==> src/rtl/time_setter.sv <==
// Push-button time editor: captures live BCD time, steps hour/minute fields, and offers the result as a load.
// Optional 12-hour editing with an AM/PM field is enabled by defining TIME_SETTER_12HR_EN.
module time_setter (
    input  logic       clkdvd,
    input  logic       reset,
    input  logic       btn_mode,
    input  logic       btn_up,
    input  logic       btn_down,
    input  logic [3:0] cur_hr_tens,
    input  logic [3:0] cur_hr_ones,
    input  logic [3:0] cur_min_tens,
    input  logic [3:0] cur_min_ones,
    input  logic       ld_ready,
    output logic       ld_valid,
    output logic [3:0] ld_hr_tens,
    output logic [3:0] ld_hr_ones,
    output logic [3:0] ld_min_tens,
    output logic [3:0] ld_min_ones,
    output logic [1:0] field,
    output logic       blink
);

    localparam int unsigned TIMEOUT = 30;
    localparam int unsigned CNT_W   = $clog2(TIMEOUT + 1);
    localparam int unsigned HR_W    = 5;
    localparam int unsigned MIN_W   = 6;
    localparam int unsigned BTN_N   = 3;

    typedef enum logic [2:0] {
        IDLE,
        EDIT_HR,
        EDIT_MIN,
`ifdef TIME_SETTER_12HR_EN
        EDIT_AMPM,
`endif
        COMMIT
    } state_t;

    function automatic logic [5:0] bcd2bin(input logic [3:0] tens, input logic [3:0] ones);
        return 6'(tens) * 6'd10 + 6'(ones);
    endfunction

    // Repeated subtraction keeps this to a handful of comparators for values below 60.
    function automatic logic [7:0] bin2bcd(input logic [5:0] b);
        logic [5:0] r;
        logic [3:0] t;
        r = b;
        t = 4'd0;
        for (int i = 0; i < 5; i++) begin
            if (r >= 6'd10) begin
                r = r - 6'd10;
                t = t + 4'd1;
            end
        end
        return {t, 4'(r)};
    endfunction

    function automatic logic is_edit(input state_t s);
        logic e;
        e = (s == EDIT_HR) || (s == EDIT_MIN);
`ifdef TIME_SETTER_12HR_EN
        e = e || (s == EDIT_AMPM);
`endif
        return e;
    endfunction

`ifdef TIME_SETTER_12HR_EN
    function automatic logic [HR_W-1:0] hr_inc(input logic [HR_W-1:0] h);
        return (h == 5'd12) ? 5'd1 : h + 5'd1;
    endfunction

    function automatic logic [HR_W-1:0] hr_dec(input logic [HR_W-1:0] h);
        return (h == 5'd1) ? 5'd12 : h - 5'd1;
    endfunction

    // Returns {pm, hour12}.
    function automatic logic [HR_W:0] to_12h(input logic [HR_W-1:0] h);
        if (h == 5'd0)       return {1'b0, 5'd12};
        else if (h < 5'd12)  return {1'b0, h};
        else if (h == 5'd12) return {1'b1, 5'd12};
        else                 return {1'b1, h - 5'd12};
    endfunction

    function automatic logic [HR_W-1:0] to_24h(input logic [HR_W-1:0] h, input logic pm);
        if (h == 5'd12) return pm ? 5'd12 : 5'd0;
        else            return pm ? h + 5'd12 : h;
    endfunction
`else
    function automatic logic [HR_W-1:0] hr_inc(input logic [HR_W-1:0] h);
        return (h == 5'd23) ? 5'd0 : h + 5'd1;
    endfunction

    function automatic logic [HR_W-1:0] hr_dec(input logic [HR_W-1:0] h);
        return (h == 5'd0) ? 5'd23 : h - 5'd1;
    endfunction
`endif

    function automatic logic [MIN_W-1:0] min_inc(input logic [MIN_W-1:0] m);
        return (m == 6'd59) ? 6'd0 : m + 6'd1;
    endfunction

    function automatic logic [MIN_W-1:0] min_dec(input logic [MIN_W-1:0] m);
        return (m == 6'd0) ? 6'd59 : m - 6'd1;
    endfunction

    // Button synchronizers: bit 2 mode, bit 1 up, bit 0 down.
    logic [BTN_N-1:0] sync1_q, sync2_q, prev_q, btn_edge;
    logic             mode_e, up_e, down_e;

    always_ff @(posedge clkdvd) begin
        if (reset) begin
            sync1_q <= '0;
            sync2_q <= '0;
            prev_q  <= '0;
        end else begin
            sync1_q <= {btn_mode, btn_up, btn_down};
            sync2_q <= sync1_q;
            prev_q  <= sync2_q;
        end
    end

    assign btn_edge = sync2_q & ~prev_q;
    assign mode_e   = btn_edge[2];
    assign up_e     = btn_edge[1];
    assign down_e   = btn_edge[0];

    state_t           state_q, state_d;
    logic [HR_W-1:0]  hr_q, hr_d, hr24_d, cur_hr_bin;
    logic [MIN_W-1:0] min_q, min_d;
    logic [CNT_W-1:0] cnt_q, cnt_d;
    logic             accepted, up_only, down_only;
    logic             ld_valid_d, blink_d;
    logic [1:0]       field_d;
    logic [7:0]       ld_hr_d, ld_min_d;
`ifdef TIME_SETTER_12HR_EN
    logic             pm_q, pm_d;
`endif

    assign cur_hr_bin = HR_W'(bcd2bin(cur_hr_tens, cur_hr_ones));

    always_ff @(posedge clkdvd) begin
        if (reset) begin
            state_q     <= IDLE;
            hr_q        <= '0;
            min_q       <= '0;
            cnt_q       <= '0;
            ld_valid    <= 1'b0;
            ld_hr_tens  <= '0;
            ld_hr_ones  <= '0;
            ld_min_tens <= '0;
            ld_min_ones <= '0;
            field       <= '0;
            blink       <= 1'b0;
        end else begin
            state_q     <= state_d;
            hr_q        <= hr_d;
            min_q       <= min_d;
            cnt_q       <= cnt_d;
            ld_valid    <= ld_valid_d;
            ld_hr_tens  <= ld_hr_d[7:4];
            ld_hr_ones  <= ld_hr_d[3:0];
            ld_min_tens <= ld_min_d[7:4];
            ld_min_ones <= ld_min_d[3:0];
            field       <= field_d;
            blink       <= blink_d;
        end
    end

`ifdef TIME_SETTER_12HR_EN
    always_ff @(posedge clkdvd) begin
        if (reset) pm_q <= 1'b0;
        else       pm_q <= pm_d;
    end
`endif

    // Next state, edit registers, idle timeout and registered output values.
    always_comb begin
        state_d   = state_q;
        hr_d      = hr_q;
        min_d     = min_q;
        cnt_d     = cnt_q;
        accepted  = 1'b0;
        up_only   = up_e & ~down_e;
        down_only = down_e & ~up_e;
`ifdef TIME_SETTER_12HR_EN
        pm_d      = pm_q;
`endif

        case (state_q)
            IDLE: begin
                if (mode_e) begin
                    state_d = EDIT_HR;
                    cnt_d   = '0;
`ifdef TIME_SETTER_12HR_EN
                    {pm_d, hr_d} = to_12h(cur_hr_bin);
`else
                    hr_d    = cur_hr_bin;
`endif
                    min_d   = bcd2bin(cur_min_tens, cur_min_ones);
                end
            end
            EDIT_HR: begin
                accepted = mode_e | up_only | down_only;
                if (mode_e)         state_d = EDIT_MIN;
                else if (up_only)   hr_d = hr_inc(hr_q);
                else if (down_only) hr_d = hr_dec(hr_q);
            end
            EDIT_MIN: begin
                accepted = mode_e | up_only | down_only;
`ifdef TIME_SETTER_12HR_EN
                if (mode_e)         state_d = EDIT_AMPM;
`else
                if (mode_e)         state_d = COMMIT;
`endif
                else if (up_only)   min_d = min_inc(min_q);
                else if (down_only) min_d = min_dec(min_q);
            end
`ifdef TIME_SETTER_12HR_EN
            EDIT_AMPM: begin
                accepted = mode_e | up_only | down_only;
                if (mode_e)                     state_d = COMMIT;
                else if (up_only || down_only)  pm_d = ~pm_q;
            end
`endif
            COMMIT: begin
                if (ld_valid && ld_ready) state_d = IDLE;
            end
            default: state_d = IDLE;
        endcase

        // Abandon the edit after TIMEOUT cycles without an accepted press.
        if (is_edit(state_q)) begin
            if (accepted) begin
                cnt_d = '0;
            end else if (cnt_q == CNT_W'(TIMEOUT - 1)) begin
                state_d = IDLE;
                cnt_d   = '0;
            end else begin
                cnt_d = cnt_q + CNT_W'(1);
            end
        end

        ld_valid_d = (state_d == COMMIT);
        blink_d    = is_edit(state_d) ? ~blink : 1'b0;
        case (state_d)
            EDIT_HR:   field_d = 2'd1;
            EDIT_MIN:  field_d = 2'd2;
`ifdef TIME_SETTER_12HR_EN
            EDIT_AMPM: field_d = 2'd3;
`endif
            default:   field_d = 2'd0;
        endcase

`ifdef TIME_SETTER_12HR_EN
        hr24_d = to_24h(hr_d, pm_d);
`else
        hr24_d = hr_d;
`endif
        ld_hr_d  = bin2bcd(MIN_W'(hr24_d));
        ld_min_d = bin2bcd(min_d);
    end

endmodule
==> config.mk <==
export PLATFORM = sky130hd
export DESIGN_NAME = time_setter
export DESIGN_NICKNAME = d
export VERILOG_FILES = /design/src/rtl/time_setter.sv
export SDC_FILE = /design/constraint.sdc
export NUM_CORES = 1
export LEC_CHECK = 0
export BUFFER_PORTS_ARGS = -buffer_cell sky130_fd_sc_hd__buf_2
export CELL_PAD_IN_SITES_DETAIL_PLACEMENT = 1
export CELL_PAD_IN_SITES_GLOBAL_PLACEMENT = 1
export CORE_AREA = 10 10 121 134
export DETAILED_ROUTE_END_ITERATION = 6
export DIE_AREA = 0 0 131 144
export PLACE_DENSITY_LB_ADDON = 0.12
export SLEW_MARGIN = 15
export SYNTH_ARGS = -nofsm -noshare
export SYNTH_HDL_FRONTEND = slang
export SYNTH_SLANG_ARGS = --single-unit
==> constraint.sdc <==
create_clock -name clkdvd -period 7.1 [get_ports clkdvd]
set_input_delay 0.71 -clock clkdvd [delete_from_list [all_inputs] [get_ports clkdvd]]
set_output_delay 0.71 -clock clkdvd [all_outputs]
set_load 0.02 [all_outputs]
==> summary.md <==
| Metric | Value |
|---|---|
| Final setup margin | 0.214 ns |
| Hold Slack | 0.437 ns |
| Grt peak-use layer | met2 |
| Lkg Pwr | 2.85 nW |
| CP arrival | 7.07 ns |
| Clock-pin transition on the worst setup and hold timing paths | 0.07 ns |
| Clock tree buffer depth | 2 |
| FF-to-FF path depth | 30 |
| Worst slew pin tran | 0.932 ns |
| Clock power frac | 15.0% |
| Pre-CTS setup slack | -0.238 ns |
| Slew Viols, Final | 0 |
| HPWL after detailed placement | 14.8 mm |
| Mapped Avg Cell Area | 7.78 um2 |
| Syn_nets | 778 |
| Crit path time final | 6.89 ns |
| CP dominant cell by count | ha_1 |
| Final routed DRC violation total | 0 |
| Switching power | 0.765 mW |
| Commonest cells post-synth | 66 x nor2_1, 46 x dfxtp_1, 42 x nand2_1, 41 x ha_1, 37 x a21oi_1 |
| Share of layout cells above drive strength 1 | 27.6% |
| Seq. cell area | 926 um2 |
| Most frequent cell after synthesis | nor2_1 |
| Seq/Total Area, Yosys | 16.6% |
| Initial antenna violation count | 0 |
| Root buffer cell | clkbuf_16 |
| # H-tree levels | 2 |
| Clk sink count | 46 |
| Core Box Area | 13600 um2 |
| Final WL | 18.9 mm |
| Pin count of the biggest net entering global routing | 40 |
| WHS Path Cells | 1 |
| Crit-path max FO | 5 |
| GRT Util Overall | 19.3% |
| FMAX | 145 MHz |
| Worst-Skew Late Latency | 0.29 ns |
| Layout area overhead | 24.0% |
| Unique cell type count in the Yosys netlist | 107 |
| Utilization after layout | 50.7% |
| TritonCTS clock tree | yes |
| Post-synth EDFFs | 0 |
| Vias post-DR | 6030 |
| Non-Filler Instances | 1007 |
| Multi-input combinational cell area | 4480 um2 |
| Synth top area cells | dfxtp_1 17%, ha_1 9.2%, nor2_1 4.5% |
| Cell accounting for the most synthesized area | dfxtp_1 |
| Post-synthesis register bit count | 46 |
| Site Rows | 45 |
| Status | finished, final reports clean |
| First-pass GRT wire length | 30.3 mm |
| Drt first pass iters | 4 |
| WP data required | 7.28 ns |
| Peak VDD IR | 241 uV |
| Top-area cell type share of the netlist area | 16.6% |
| Hold Path Class | reg -> reg |
| GP Congestion | 0.916 |
| GRT Residual Overflow | 0 |
| PortBufs | 41 |
| Setup Crit Path Kind | in -> reg |
| Antenna Cells | 0 |
| Combinational share of power | 67.9% |
| Routed vias/inst | 5.99 |
| Crit start category | input pin |
| Int Power | 1.00 mW |
| GR Util met3 | 2.78% |
| Crit-path max cell delay | 0.47 ns |
| Post-route ant nets | 0 |
| Gate Count Post-Synth | 713 |
| Reg power frac | 17.1% |
| Slowest CP cell | or4_4 |
| Main synth FF type | dfxtp_1 |
| Post-CTS Hold Buffers | 0 |
| Vias in the first global route | 6069 |
| Placed cells | 991 |
| Max Cap Viol | 0 |
| Post-Route Skew | 0.0116 ns |
| Crit. End Element | register |
| Initial core utilization | 40.9% |
| Finish-stage setup viols | 0 |
| Final Net Count | 883 |
| Width of the die | 131 um |
| Die ar. | 18900 um2 |
| Yosys warnings | 0 |
| Die H | 144 um |
| Hold Vio Cnt, Final | 0 |
| Async SR Flop Fraction | 0% |
| Pwr per Cell Area | 257 nW/um2 |
| Period utilization | 97.0% |
| WL per Instance | 18.8 um |
| Fill count | 1684 |
| CTS buffer count | 5 |
| DR iter-0 viols | 430 |
| Grt met2 use | 33.4% |
| Switching part of the total | 43.3% |
| Slew margin rel. | 37.7% |
| Met1 usage | 24.8% |
| I/O pin count | 42 |
| Post-Syn Area | 5550 um2 |
## metrics by stage
step	setup TNS [ns]	power, mW	instance area [um2]
final	0	1.77	6880
after global routing	-0.639	1.91	6880
after CTS	0	1.69	6660
after detailed placement	-0.864	1.41	6500
after global placement	0	1.37	6500
after floorplan	-0.0166	1.05	5590
## worst max-delay path, delay by kind of cell
kind,cells,cell delay (ns)
compound gates,13,2.34
fa+ha+maj,7,1.68
simple gates,8,1.35
buf+inv,6,0.64
mux,1,0.35
## power by group through the flow
stage | Combinational [mW] | Sequential [mW] | Clock, mW
floorplan | 0.719 | 0.330 | 0
detailed placement | 1.10 | 0.307 | 0
global route | 1.33 | 0.304 | 0.281
global placement | 1.06 | 0.306 | 0
CTS | 1.11 | 0.302 | 0.272
finish | 1.20 | 0.302 | 0.265
## cell families after synthesis
family / Yosys count / synth area share, %
other cells: 1 / 0.0676
buf+inv: 77 / 6.38
compound gates: 224 / 32.0
flops: 46 / 16.6
fa+ha+maj: 43 / 9.96
xor+xnor: 27 / 4.40
mux: 12 / 2.28
simple gates: 283 / 28.4
## cell type report
| cell class | instances | share of cell area [%] |
|---|---|---|
| Sequential cell | 46 | 13.5 |
| Timing Repair Buffer | 136 | 13.5 |
| Inverter | 39 | 2.15 |
| Clock inverter | 3 | 0.582 |
| Multi-Input combinational cell | 590 | 65.1 |
| Clock buffer | 5 | 1.82 |
| Tap cell | 188 | 3.42 |
## final timing paths
path	startpoint	endpoint	slack (ns)
min	blink	blink	0.44
max	cur_min_tens[0]	ld_min_ones[2]	0.21
max reg2reg	prev_q[0]	ld_min_ones[2]	0.23
min reg2reg	blink	blink	0.44
## cells in the final DEF, fill, tap and decap left out, types with 5 or more instances in the layout
| cell | n |
|---|---|
| nor2_1 | 66 |
| a31oi_1 | 14 |
| buf_4 | 94 |
| o211ai_1 | 10 |
| o41ai_1 | 5 |
| o21ai_0 | 23 |
| mux2i_1 | 6 |
| xor2_1 | 6 |
| a31o_2 | 5 |
| nor2b_1 | 18 |
| o21ai_1 | 9 |
| nor3_1 | 29 |
| and3_1 | 9 |
| a21oi_1 | 35 |
| nand2_1 | 40 |
| ha_1 | 39 |
| dfxtp_1 | 44 |
| nor4_2 | 5 |
| nand2b_1 | 8 |
| xnor2_1 | 15 |
| nand4_1 | 6 |
| nor4_1 | 6 |
| inv_1 | 36 |
| a21boi_0 | 5 |
| nand3_1 | 27 |
| and2_1 | 7 |
| a211oi_1 | 9 |
| clkbuf_16 | 5 |
| o21a_1 | 10 |
| or3_1 | 15 |
| a21o_1 | 6 |
| xnor2_2 | 5 |
| buf_2 | 41 |
| and4_1 | 5 |
| a211o_1 | 11 |
## sequential cells by signal, summed over array words and instances, names as in the netlist
signal and cells:
cnt_q 5, min_q 5, hr_q 4, ld_hr_ones 4, ld_hr_tens 4, ld_min_ones 4, ld_min_tens 4, prev_q 3
state_q 3, sync1_q 3, sync2_q 3, field 2, blink 1, ld_valid 1
## layer usage
layer  vias to the layer above  part of all wire, %  wire (um)
li1                       2898                    -          -
met1                      2986                   46       8650
met2                       125                   50       9430
met3                        21                  3.4        650
met4                         0                  1.0        190
met5                         -                    0          0
## repair_timing
action / in CTS / in global routing
buffers inserted: 0 / 8
resized for setup: 0 / 30
setup endpoints to repair: 0 / 14
Power figures use the tool's default switching activity.
